<file path="src/rtl/edge_row_scanner.sv">
// edge_row_scanner
//   Horizontal-gradient edge finder on a grey pixel stream. For each of
//   NUM_ROWS programmable rows it records the x-positions of accepted edges
//   into a show-ahead FIFO read out over a valid/ready port.
//
// Ports
//   clk, reset_n         pixel clock, asynchronous active-low reset
//   sop                  start of frame pulse: latches row_sel/threshold,
//                        clears per-frame state and flushes the FIFO
//   in_valid, x, y, grey pixel stream
//   row_sel, threshold   row targets (row i at [i*COORD_W +: COORD_W]) and
//                        gradient threshold, sampled on sop
//   edge_pix             overlay: all-ones where the gradient exceeds threshold
//   out_valid/out_ready  FIFO head handshake; out_x/out_row carry the head
//   row_count            accepted edges per row (8 bits per row)
//   overflow             sticky: an accepted edge was dropped
module edge_row_scanner #(
    parameter int PIX_W      = 8,
    parameter int COORD_W    = 11,
    parameter int NUM_ROWS   = 2,
    parameter int TAP_DIST   = 2,
    parameter int MIN_GAP    = 3,
    parameter int X_MIN      = 31,
    parameter int X_MAX      = 609,
    parameter int MAX_EDGES  = 30,
    parameter int FIFO_DEPTH = 32
) (
    input  logic                          clk,
    input  logic                          reset_n,
    input  logic                          sop,
    input  logic                          in_valid,
    input  logic [COORD_W-1:0]            x,
    input  logic [COORD_W-1:0]            y,
    input  logic [PIX_W-1:0]              grey,
    input  logic [NUM_ROWS*COORD_W-1:0]   row_sel,
    input  logic [PIX_W-1:0]              threshold,
    output logic [PIX_W-1:0]              edge_pix,
    output logic                          out_valid,
    input  logic                          out_ready,
    output logic [COORD_W-1:0]            out_x,
    output logic [$clog2(NUM_ROWS):0]     out_row,
    output logic [NUM_ROWS*8-1:0]         row_count,
    output logic                          overflow
);

    localparam int ROW_W = $clog2(NUM_ROWS) + 1;
    localparam int AW    = $clog2(FIFO_DEPTH);
    localparam int ENT_W = ROW_W + COORD_W;

    localparam logic [COORD_W-1:0]        X_MIN_C     = COORD_W'(X_MIN);
    localparam logic [COORD_W-1:0]        X_MAX_C     = COORD_W'(X_MAX);
    localparam logic signed [COORD_W+1:0] MIN_GAP_C   = (COORD_W+2)'(MIN_GAP);
    localparam logic [7:0]                MAX_EDGES_C = 8'(MAX_EDGES);

    // frame configuration
    logic [NUM_ROWS*COORD_W-1:0] row_sel_q, row_sel_d;
    logic [PIX_W-1:0]            thr_q, thr_d;

    // stage 1: grey delay line plus the coordinates of its newest sample
    logic [PIX_W-1:0]   dly_q [TAP_DIST+1];
    logic [PIX_W-1:0]   dly_d [TAP_DIST+1];
    logic               v1_q, v1_d;
    logic [COORD_W-1:0] x1_q, x1_d, y1_q, y1_d;

    // stage 2: gradient decision
    logic               v2_q, v2_d;
    logic               hit2_q, hit2_d;
    logic [COORD_W-1:0] x2_q, x2_d, y2_q, y2_d;

    // per-row scan state
    logic [COORD_W-1:0]  prev_q [NUM_ROWS];
    logic [COORD_W-1:0]  prev_d [NUM_ROWS];
    logic [NUM_ROWS-1:0] seen_q, seen_d;
    logic [7:0]          cnt_q [NUM_ROWS];
    logic [7:0]          cnt_d [NUM_ROWS];
    logic                ovf_q, ovf_d;

    // output FIFO; pointers carry one extra wrap bit
    logic [ENT_W-1:0]   mem_q [FIFO_DEPTH];
    logic [AW:0]        wr_q, wr_d, rd_q, rd_d;
    logic [COORD_W-1:0] out_x_q, out_x_d;
    logic [ROW_W-1:0]   out_row_q, out_row_d;

    // combinational helpers
    logic signed [PIX_W:0]     diff, grad;
    logic                      hit_now;
    logic [NUM_ROWS-1:0]       row_hit;
    logic                      matched;
    logic [ROW_W-1:0]          row_idx;
    logic [COORD_W-1:0]        sel_prev;
    logic                      sel_seen;
    logic [7:0]                sel_cnt;
    logic signed [COORD_W+1:0] gap;
    logic                      in_window, considered, accept;
    logic                      fifo_empty, fifo_full, push, pop;
    logic [ENT_W-1:0]          push_data;
    logic [AW:0]               rd_nxt;

    assign diff    = $signed({1'b0, dly_q[0]}) - $signed({1'b0, dly_q[TAP_DIST]});
    assign grad    = diff[PIX_W] ? -diff : diff;
    assign hit_now = grad > $signed({1'b0, thr_q});

    // Lowest-index row wins when several targets share the same y.
    always_comb begin
        row_hit  = '0;
        matched  = 1'b0;
        row_idx  = '0;
        sel_prev = '0;
        sel_seen = 1'b0;
        sel_cnt  = '0;
        for (int i = 0; i < NUM_ROWS; i++) begin
            if (!matched && row_sel_q[i*COORD_W +: COORD_W] == y2_q) begin
                row_hit[i] = 1'b1;
                matched    = 1'b1;
                row_idx    = ROW_W'(i);
            end
        end
        for (int i = 0; i < NUM_ROWS; i++) begin
            if (row_hit[i]) begin
                sel_prev = prev_q[i];
                sel_seen = seen_q[i];
                sel_cnt  = cnt_q[i];
            end
        end
    end

    assign in_window  = (x2_q >= X_MIN_C) && (x2_q <= X_MAX_C);
    assign considered = v2_q && hit2_q && matched && in_window;
    assign gap        = $signed({2'b00, x2_q}) - $signed({2'b00, sel_prev});
    assign accept     = !sel_seen || (gap >= MIN_GAP_C);

    assign fifo_empty = (wr_q == rd_q);
    assign fifo_full  = (wr_q[AW] != rd_q[AW]) && (wr_q[AW-1:0] == rd_q[AW-1:0]);
    assign out_valid  = !fifo_empty;
    assign pop        = out_valid && out_ready;
    assign push_data  = {row_idx, x2_q};

    always_comb begin
        row_sel_d = row_sel_q;
        thr_d     = thr_q;
        dly_d     = dly_q;
        v1_d      = in_valid;
        x1_d      = x1_q;
        y1_d      = y1_q;
        v2_d      = v1_q;
        hit2_d    = hit2_q;
        x2_d      = x2_q;
        y2_d      = y2_q;
        prev_d    = prev_q;
        seen_d    = seen_q;
        cnt_d     = cnt_q;
        ovf_d     = ovf_q;
        wr_d      = wr_q;
        rd_d      = rd_q;
        out_x_d   = out_x_q;
        out_row_d = out_row_q;
        push      = 1'b0;
        rd_nxt    = rd_q;

        if (sop) begin
            row_sel_d = row_sel;
            thr_d     = threshold;
            for (int k = 0; k <= TAP_DIST; k++) dly_d[k] = '0;
            v1_d   = 1'b0;
            v2_d   = 1'b0;
            hit2_d = 1'b0;
            for (int i = 0; i < NUM_ROWS; i++) begin
                prev_d[i] = '0;
                cnt_d[i]  = '0;
            end
            seen_d = '0;
            ovf_d  = 1'b0;
            wr_d   = '0;
            rd_d   = '0;
        end else begin
            if (in_valid) begin
                for (int k = TAP_DIST; k > 0; k--)
                    dly_d[k] = (x == '0) ? '0 : dly_q[k-1];
                dly_d[0] = grey;
                x1_d     = x;
                y1_d     = y;
            end

            // stage 2 only moves on real samples so hit/x/y stay aligned
            if (v1_q) begin
                hit2_d = hit_now;
                x2_d   = x1_q;
                y2_d   = y1_q;
            end

            if (considered) begin
                for (int i = 0; i < NUM_ROWS; i++) begin
                    if (row_hit[i]) begin
                        prev_d[i] = x2_q;
                        seen_d[i] = 1'b1;
                        if (accept) begin
                            if (sel_cnt == MAX_EDGES_C) begin
                                ovf_d = 1'b1;
                            end else begin
                                cnt_d[i] = sel_cnt + 8'd1;
                                // a FIFO-full drop still counts as accepted
                                if (fifo_full && !pop) ovf_d = 1'b1;
                                else                   push  = 1'b1;
                            end
                        end
                    end
                end
            end

            if (push) wr_d = wr_q + 1'b1;
            if (pop)  rd_d = rd_q + 1'b1;
            rd_nxt = rd_d;

            // Registered head: hold the last value when the FIFO goes empty.
            if (wr_q != rd_nxt) begin
                {out_row_d, out_x_d} = mem_q[rd_nxt[AW-1:0]];
            end else if (push) begin
                {out_row_d, out_x_d} = push_data;
            end
        end
    end

    always_ff @(posedge clk or negedge reset_n) begin
        if (!reset_n) begin
            row_sel_q <= '0;
            thr_q     <= '0;
            for (int k = 0; k <= TAP_DIST; k++) dly_q[k] <= '0;
            v1_q      <= 1'b0;
            x1_q      <= '0;
            y1_q      <= '0;
            v2_q      <= 1'b0;
            hit2_q    <= 1'b0;
            x2_q      <= '0;
            y2_q      <= '0;
            for (int i = 0; i < NUM_ROWS; i++) begin
                prev_q[i] <= '0;
                cnt_q[i]  <= '0;
            end
            seen_q    <= '0;
            ovf_q     <= 1'b0;
            wr_q      <= '0;
            rd_q      <= '0;
            out_x_q   <= '0;
            out_row_q <= '0;
        end else begin
            row_sel_q <= row_sel_d;
            thr_q     <= thr_d;
            dly_q     <= dly_d;
            v1_q      <= v1_d;
            x1_q      <= x1_d;
            y1_q      <= y1_d;
            v2_q      <= v2_d;
            hit2_q    <= hit2_d;
            x2_q      <= x2_d;
            y2_q      <= y2_d;
            prev_q    <= prev_d;
            seen_q    <= seen_d;
            cnt_q     <= cnt_d;
            ovf_q     <= ovf_d;
            wr_q      <= wr_d;
            rd_q      <= rd_d;
            out_x_q   <= out_x_d;
            out_row_q <= out_row_d;
        end
    end

    always_ff @(posedge clk or negedge reset_n) begin
        if (!reset_n) begin
            for (int j = 0; j < FIFO_DEPTH; j++) mem_q[j] <= '0;
        end else if (push) begin
            mem_q[wr_q[AW-1:0]] <= push_data;
        end
    end

    assign edge_pix = hit2_q ? '1 : '0;
    assign out_x    = out_x_q;
    assign out_row  = out_row_q;
    assign overflow = ovf_q;

    for (genvar gi = 0; gi < NUM_ROWS; gi++) begin : g_cnt
        assign row_count[gi*8 +: 8] = cnt_q[gi];
    end

endmodule

</file>
<file path="config.mk">
export PLATFORM = sky130hd
export DESIGN_NAME = edge_row_scanner
export DESIGN_NICKNAME = d
export VERILOG_FILES = /design/src/rtl/edge_row_scanner.sv
export SDC_FILE = /design/constraint.sdc
export NUM_CORES = 1
export LEC_CHECK = 0
export CORE_ASPECT_RATIO = 0.5
export CORE_UTILIZATION = 64
export CTS_BUF_LIST = sky130_fd_sc_hd__clkbuf_8
export CTS_CLUSTER_SIZE = 24
export DETAILED_ROUTE_END_ITERATION = 16
export PLACE_DENSITY = 0.91
export SLEW_MARGIN = 20
export SYNTH_ARGS = -nofsm -noshare
export SYNTH_HDL_FRONTEND = slang
export SYNTH_SLANG_ARGS = --single-unit
</file>
<file path="constraint.sdc">
create_clock -name clk -period 7 [get_ports clk]
set_input_delay 1.4 -clock clk [delete_from_list [all_inputs] [get_ports clk]]
set_output_delay 1.4 -clock clk [all_outputs]
set_load 0.1 [all_outputs]
</file>
==> summary.md, run 1 <==
| Metric | Value |
|---|---|
| CP Class | reg2reg |
| Worst path bufs/invs | 0 |
| Core area | 0.0441 mm2 |
| Drt pass-1 iters | 6 |
| Max-cap viol count | 0 |
| CP Launch Point | y2_q[1] |
| Relative slew slack | 21.8% |
| P_sw | ~0.0021 W |
| Clk pin slew, worst setup/hold paths | 0.07 ns |
| Fin crit share | 84.5% |
| Die width | roughly 300 um |
| CP max stage delay | approximately 0.96 ns |
| Tmin final | around 6 ns |
| Leakage power total | 15.0 nW |
| Synthesized Nets | roughly 2,800 |
| DR iter-0 viols | 3,635 |
| Sequential area share after synthesis | 47.5% |
| Critical path peak fanout | 23 |
| Power Total | 0.00708 W |
| Clock Power Share | 37.9% |
| GPL Wtd Cong | 0.947 |
| Fmax | 169 MHz |
| Cell family with most CP delay | simple AND/OR/NAND/NOR gates |
| Root Driver | clkbuf_8 |
| Setup TNS | 0 ns |
| CP arrival | 6.47 ns |
| Most frequent CP cell | xnor2_1 |
| Area grow syn2layout | 10.1% |
| HPWL Detailed | 51.9 mm |
| Starting Density | 65.6% |
| P per Cell Area | around 220 mW/mm2 |
| GR Util All Layers | 37.8% |
| Die Y | 152 um |
| Hold_buf cts | 0 |
| Largest cells by area after synthesis | dfrtp_1, mux2_2, o22ai_1 |
| P_int | 0.00496 W |
| Cell with the most instances after synthesis | dfrtp_1 |
| Hold Path Origin | v1_q |
| TritonCTS buffer count | between 70 and 80 |
| Post_cts resized | 0 |
| Nets@finish | 2,815 |
| DRC viols | 0 |
| Synth Area per Inst | approximately 11 um2 |
| Switching share of power | between 20% and 30% |
| Synth warnings | 0 |
| Critical Path, Cell by Cell | xnor2_1 > nand4_1 > or3_1 > nand3_1 > nand2_1 > ha_1 > fa_1 > nand2b_1 > a21oi_1 > o22ai_1 > xnor2_1 > a2111oi_2 > a211oi_4 > nand4bb_1 > nor2_1 > mux2_2 |
| Min-delay worst type | reg2reg |
| Worst slew pin tran | 1.17 ns |
| Final setup margin | 1.08 ns |
| RSZ-0062 raised after global routing | false |
| Sequential share of power | 47.6% |
| # H-tree levels | 3 |
| Worst setup EP type | flip-flop |
| Ys async rst share | 100% |
| #FFs+latches synth | 550 |
| Comb power frac | 14.5% |
| Pre-CTS WS | 1.32 ns |
| Port Buffers | approximately 100 |
| Synthesized area | 0.0290 mm2 |
| Area leader, netlist | dfrtp_1 |
| Die area | about 0.046 mm2 |
| Vias per cell | around 7.3 |
| Layout cells sized above 1 | 21.1% |
| Leading cell types by count after synthesis | dfrtp_1, mux2_2, o22ai_1 |
| Boundary pin count | roughly 100 |
| # Post-CTS Setup Buffers | 0 |
| Clk sinks | 550 |
| Routed len/inst | 25.9 um |
| Final ANT Viol Nets | 0 |
| Vias in the first global route | 24,700 |
| Clk_lat worst skew | 0.70 ns |
| Reg2reg start | y2_q[1] |
| Post-synth EDFFs | 0 |
| Max IR drop VDD | 0.175 mV |
| Synth top area share | 47.5% |
| Top_reg_cell synth | dfrtp_1 |
| Post-synth cell types | 75 |
| # setup viols final | 0 |
| Largest net degree at the start of global routing | between 150 and 200 |
| Clk_skew | about 0.04 ns |
| Initial antenna violation count | 3 |
| Rows | 54 |
| Number of hold violations in the final report | 0 |
| Final Routed Wirelength | 87.0 mm |
| Status | complete, no violations |
| Via count | 24,600 |
| Worst-case clock buffer depth | 3 |
| Synthesized netlist cell count | 2,721 |
| Slowest stage cell, crit path | nor2_1 |
| First-pass GRT wire length | 137 mm |
| TritonCTS clock tree | built |
| Gr ovfl total | 0 |
| Fin. max-slew vios | 0 |
| CP startpoint kind | flip-flop |
| Worst EP required | about 7.6 ns |
-- state kept, by name (all words and copies together) (netlist names) --
| name | count |
|---|---|
| dly_q | 24 |
| hit2_q | 1 |
| mem_q | 384 |
| out_row | 1 |
| out_x | 11 |
| overflow | 1 |
| prev_q | 22 |
| rd_q | 6 |
| row_count | 16 |
| row_sel_q | 22 |
| seen_q | 2 |
| thr_q | 8 |
| v1_q | 1 |
| v2_q | 1 |
| wr_q | 6 |
| x1_q | 11 |
| x2_q | 11 |
| y1_q | 11 |
| y2_q | 11 |
-- final cells by class --
cell class | count | area [um2]
multi-input combinational | 1888 | 14100
sequential | 550 | 13800
fill | 2638 | 12200
timing repair buffer | 156 | 1480
clock buffer | 101 | 1390
tap | 588 | 736
clock inverter | 39 | 225
inverter | 39 | 146
antenna | 1 | 2.50
-- logic make-up after synthesis --
| logic type | Yosys count | synth area share (%) |
|---|---|---|
| DFF | 550 | 47.5 |
| AOI/OAI and AO/OA | 616 | 14.2 |
| other | 1 | 0.0129 |
| xor gates and xnor gates | 62 | 1.92 |
| adders and majority gates | 37 | 1.65 |
| buffers and inverters | 283 | 3.96 |
| and+or+nand+nor | 681 | 11.6 |
| muxes | 491 | 19.1 |
-- per-layer routing --
metal	vias up	part of all wire, %	track usage (%)
met5	-	0.016	0
met4	2	6.9	22.9
met3	545	13	10.2
met2	2024	45	57.8
met1	11900	36	48.4
li1	10100	-	-
-- final timing paths --
path                        endpoint  slack [ns]  cells after the start
setup / recovery           mem_q[26]        1.08                     16
hold / removal                hit2_q        0.45                      1
setup reg to reg           mem_q[26]        1.08                     16
hold reg to reg               hit2_q        0.45                      1
max in group asynchronous    rd_q[1]        4.75                      2
min in group asynchronous   thr_q[6]        0.74                      1
-- power groups by stage --
stage / logic (W) / registers, W / clock network [W]
2_1_floorplan: 0.000584 / 0.00347 / 0
3_5_place_dp: 0.000985 / 0.00342 / 0
6_report: 0.00102 / 0.00337 / 0.00268
4_1_cts: 0.000996 / 0.00336 / 0.00266
5_1_grt: 0.00108 / 0.00337 / 0.00280
3_3_place_gp: 0.000960 / 0.00341 / 0
-- metrics by stage --
stage	hold WS [ns]	cell area, um2	utilization (%)	cells
after detailed placement	0.448	30300	68.6	3221
after global routing	0.503	31900	72.3	3361
after global placement	0.445	30300	68.6	3221
final	0.455	31900	72.3	3362
after floorplan	0.427	29000	-	2721
after CTS	0.454	31900	72.3	3361
-- cell usage in the layout (no fill, tap or decap), drive strengths merged, types with 68 or more instances in the layout --
| master | count |
|---|---|
| a21oi | 112 |
| clkbuf | 101 |
| clkdlybuf4s50 | 100 |
| dfrtp | 550 |
| inv | 68 |
| mux2 | 401 |
| mux2i | 80 |
| nand2 | 161 |
| nor2 | 180 |
| nor3 | 101 |
| o22ai | 209 |
Note: power is estimated with default switching activity, not from simulation.
==> run 2, diff against run 1 <==
--- a/config.mk
+++ b/config.mk
@@ -6,11 +6,11 @@
 export NUM_CORES = 1
 export LEC_CHECK = 0
 export CORE_ASPECT_RATIO = 0.5
-export CORE_UTILIZATION = 64
+export CORE_UTILIZATION = 58
 export CTS_BUF_LIST = sky130_fd_sc_hd__clkbuf_8
 export CTS_CLUSTER_SIZE = 24
 export DETAILED_ROUTE_END_ITERATION = 16
-export PLACE_DENSITY = 0.91
+export PLACE_DENSITY = 0.87
 export SLEW_MARGIN = 20
 export SYNTH_ARGS = -nofsm -noshare
 export SYNTH_HDL_FRONTEND = slang
==> constraint.sdc (replaced) <==
create_clock -name clk -period 5.3 [get_ports clk]
set_input_delay 1.06 -clock clk [delete_from_list [all_inputs] [get_ports clk]]
set_output_delay 1.06 -clock clk [all_outputs]
set_load 0.1 [all_outputs]
==> run 2 against run 1 <==
Net effect:
- clock skew decreased by 0.014 ns
- sequential share of layout area decreased by 0.72 points
- count of clock-buffer cells in the layout increased by 1
- via count decreased by 2.1%
- cell count increased by 3.0%
- combinational power increased by 33%
- wire length decreased by 3.1%
- fmax increased by 18%
- flip-flop and latch count unchanged
- largest power group unchanged
==> summary.md, run 2 (synthesis results as in run 1) <==
| Metric | Value |
|---|---|
| Fillers | 3,370 (+28%) |
| Final ANT Viol Nets | 0 (unchanged) |
| Vias per cell | 6.95 (-4.9%) |
| Power Total | 0.00939 W (+33%) |
| Root Driver | clkbuf_8 |
| Fin crit share | 95.0% (+10 points) |
| GR Util All Layers | 32.8% (-5.0 points) |
| Largest net degree at the start of global routing | 124 (-22%) |
| P per Cell Area | 290 mW/mm2 (+31%) |
| Met1 wire length | 31.9 mm (+3.1%) |
| CP startpoint kind | flip-flop |
| Die area | 0.0509 mm2 (+10%) |
| Critical Path, Cell by Cell | xnor2_1 > nand4_1 > or3_1 > and3_1 > a21oi_1 > ha_1 > o21ai_0 > a21oi_1 > o31ai_1 > mux2_2 > nor4b_1 > buf_4 > a211oi_4 > buf_12 > and4b_1 > nand2_1 > buf_12 > mux2_2 |
| Clk_lat worst skew | 0.67 ns (-0.03 ns) |
| Largest register FFs | 384 (unchanged) |
| Layout cells sized above 1 | 22.5% (+1.4 points) |
| TritonCTS buffer count | 79 (+1.3%) |
| Clk sinks | 550 (unchanged) |
| First-pass GRT wire length | 133 mm (-3.0%) |
| CP Class | reg2reg |
| Status | complete, no violations |
| Clk pin slew, worst setup/hold paths | 0.07 ns (about the same) |
| GPL Wtd Cong | 0.942 (-0.53%) |
| Drt pass-1 iters | 6 (unchanged) |
| DRC viols | 0 (unchanged) |
| CP Capture Point | mem_q[367] |
| Setup TNS | 0 ns (unchanged) |
| # H-tree levels | 3 (unchanged) |
| HPWL Detailed | 51.9 mm (+0.13%) |
| Biggest register | mem_q |
| DR iter-0 viols | 3,275 (-9.9%) |
| Reg2reg path depth | 18 (+2) |
| P_int | 0.00662 W (+34%) |
| R2r setup slk | 0.27 ns (-0.82 ns) |
| CP Launch Point | y2_q[0] |
| Clk_skew | 0.0261 ns (-0.0137 ns) |
| Routed len/inst | 24.3 um (-5.9%) |
| Starting Density | 59.2% (-6.4 points) |
| Max-cap viol count | 0 (unchanged) |
| Leakage power total | 15.2 nW (+1.6%) |
| Top Registers | mem_q: 384 flops, dly_q: 24 flops |
| Clock Power Share | 38.3% (+0.4 points) |
| Final Instance Count excl. Fillers | 3,462 (+3.0%) |
| Worst EP required | 5.84 ns (-1.71 ns) |
| Comb power frac | 14.5% (about the same) |
| Metal2 WL | 39.0 mm (+0.20%) |
| Routed wl met3 | 9.27 mm (-17%) |
| Slowest stage cell, crit path | or3_1 |
| Boundary pin count | 104 (unchanged) |
| Tmin final | 5.03 ns (-0.885 ns) |
| Area grow syn2layout | 12.0% |
| Relative slew slack | 30.1% (+8.3 points) |
| # setup viols final | 0 (unchanged) |
| TritonCTS clock tree | built |
| Vias in the first global route | 24,300 (-1.4%) |
| Initial antenna violation count | 1 (-2) |
| Cell total after placement | 3,325 (+3.2%) |
| Core Util, Final | 66.3% (-6.0 points) |
| Via count | 24,000 (-2.1%) |
| Worst slew pin tran | 1.04 ns (-0.124 ns) |
| Max IR drop VDD | 0.312 mV (+78%) |
| CP arrival | 5.57 ns (-0.90 ns) |
| Sequential share of power | 47.2% (-0.4 points) |
| R2r endpoint | mem_q[367] |
| Die Y | 160 um (+5.0%) |
| CP max stage delay | 0.54 ns (-0.42 ns) |
| Min-delay worst type | reg2reg |
| Final Routed Wirelength | 84.3 mm (-3.1%) |
| Number of hold violations in the final report | 0 (unchanged) |
| Worst setup EP type | flip-flop |
| Rows | 57 (+5.6%) |
| Reg2reg start | y2_q[0] |
| Inserted Diodes | 0 (-1) |
| Fmax | 199 MHz (+18%) |
| Switching share of power | 29.5% (-0.45 points) |
| Top Layer Used | met5 |
| Core area | 0.0489 mm2 (+11%) |
| Nets@finish | 2,860 (+1.6%) |
| Commonest non-fill, non-tap cell in the layout | dfrtp_1 |
| Worst-case clock buffer depth | 3 (unchanged) |
| P_sw | 0.00277 W (+31%) |
| Port Buffers | 102 (unchanged) |
| Critical path peak fanout | 10 (-57%) |
| Die width | 318 um (+5.0%) |
| Commonest cells after routing, fill and taps aside | dfrtp_1, mux2_2, o22ai_1, nor2_1, nand2_1 |
| Fin. max-slew vios | 0 (unchanged) |
| Hold_buf cts | 0 (unchanged) |
| Gr ovfl total | 0 (unchanged) |
| Hold_ws | 0.472 ns (+0.0178 ns) |
## run 2: how the worst min path moves through the flow
stage	startpoint	end	slack (ns)	depth (start not counted)
2_1_floorplan	v1_q	hit2_q	0.43	1
5_1_grt	mem_q[348]	mem_q[348]	0.50	1
6_report	v1_q	hit2_q	0.47	1
4_1_cts	v1_q	hit2_q	0.48	1
3_3_place_gp	v1_q	hit2_q	0.45	1
3_5_place_dp	v1_q	hit2_q	0.45	1
## run 2: per-layer routing
layer | GRT usage, % | vias to the layer above
met4 | 17.6 | 2
met1 | 41.8 | 11900
li1 | - | 10200
met5 | 0 | -
met2 | 52.2 | 1625
met3 | 7.91 | 344
## run 2: final cells by class
cell class	count	area [um2]	area share [%]
Timing Repair Buffer	200	1880	5.78
Tap cell	649	812	2.50
Clock inverter	34	248	0.764
Sequential cell	550	13800	42.5
Clock buffer	102	1400	4.33
Multi-Input combinational cell	1888	14200	43.7
Inverter	39	146	0.451
## run 2: through the flow
step           cell area, um2  worst slack [ns]
3_5_place_dp            30700             0.394
6_report                32400             0.267
4_1_cts                 32400             0.362
2_1_floorplan           29000             0.402
3_3_place_gp            30700             0.534
5_1_grt                 32400           -0.0979
## run 2: power by group through the flow
stage / sequential, W / combinational [W] / clock (W)
floorplan: 0.00458 / 0.000771 / 0
global placement: 0.00450 / 0.00129 / 0
detailed placement: 0.00450 / 0.00131 / 0
CTS: 0.00443 / 0.00132 / 0.00359
global route: 0.00443 / 0.00145 / 0.00378
finish: 0.00443 / 0.00136 / 0.00360
## run 2: repair_timing
action                                  4_1_cts  5_1_grt
gates resized for setup                       0        7
buffers inserted                              0        1
endpoints found under the setup margin        0      178
## run 2: worst max-delay path: cells and delay by family, from the launching register on
| family | cells | cell delay [ns] |
|---|---|---|
| buffers and inverters | 3 | 0.55 |
| xor gates and xnor gates | 1 | 0.19 |
| AOI/OAI and AO/OA | 5 | 0.82 |
| muxes | 2 | 0.75 |
| adders and majority gates | 1 | 0.33 |
| and+or+nand+nor | 6 | 1.84 |
| DFF | 1 | 0.43 |
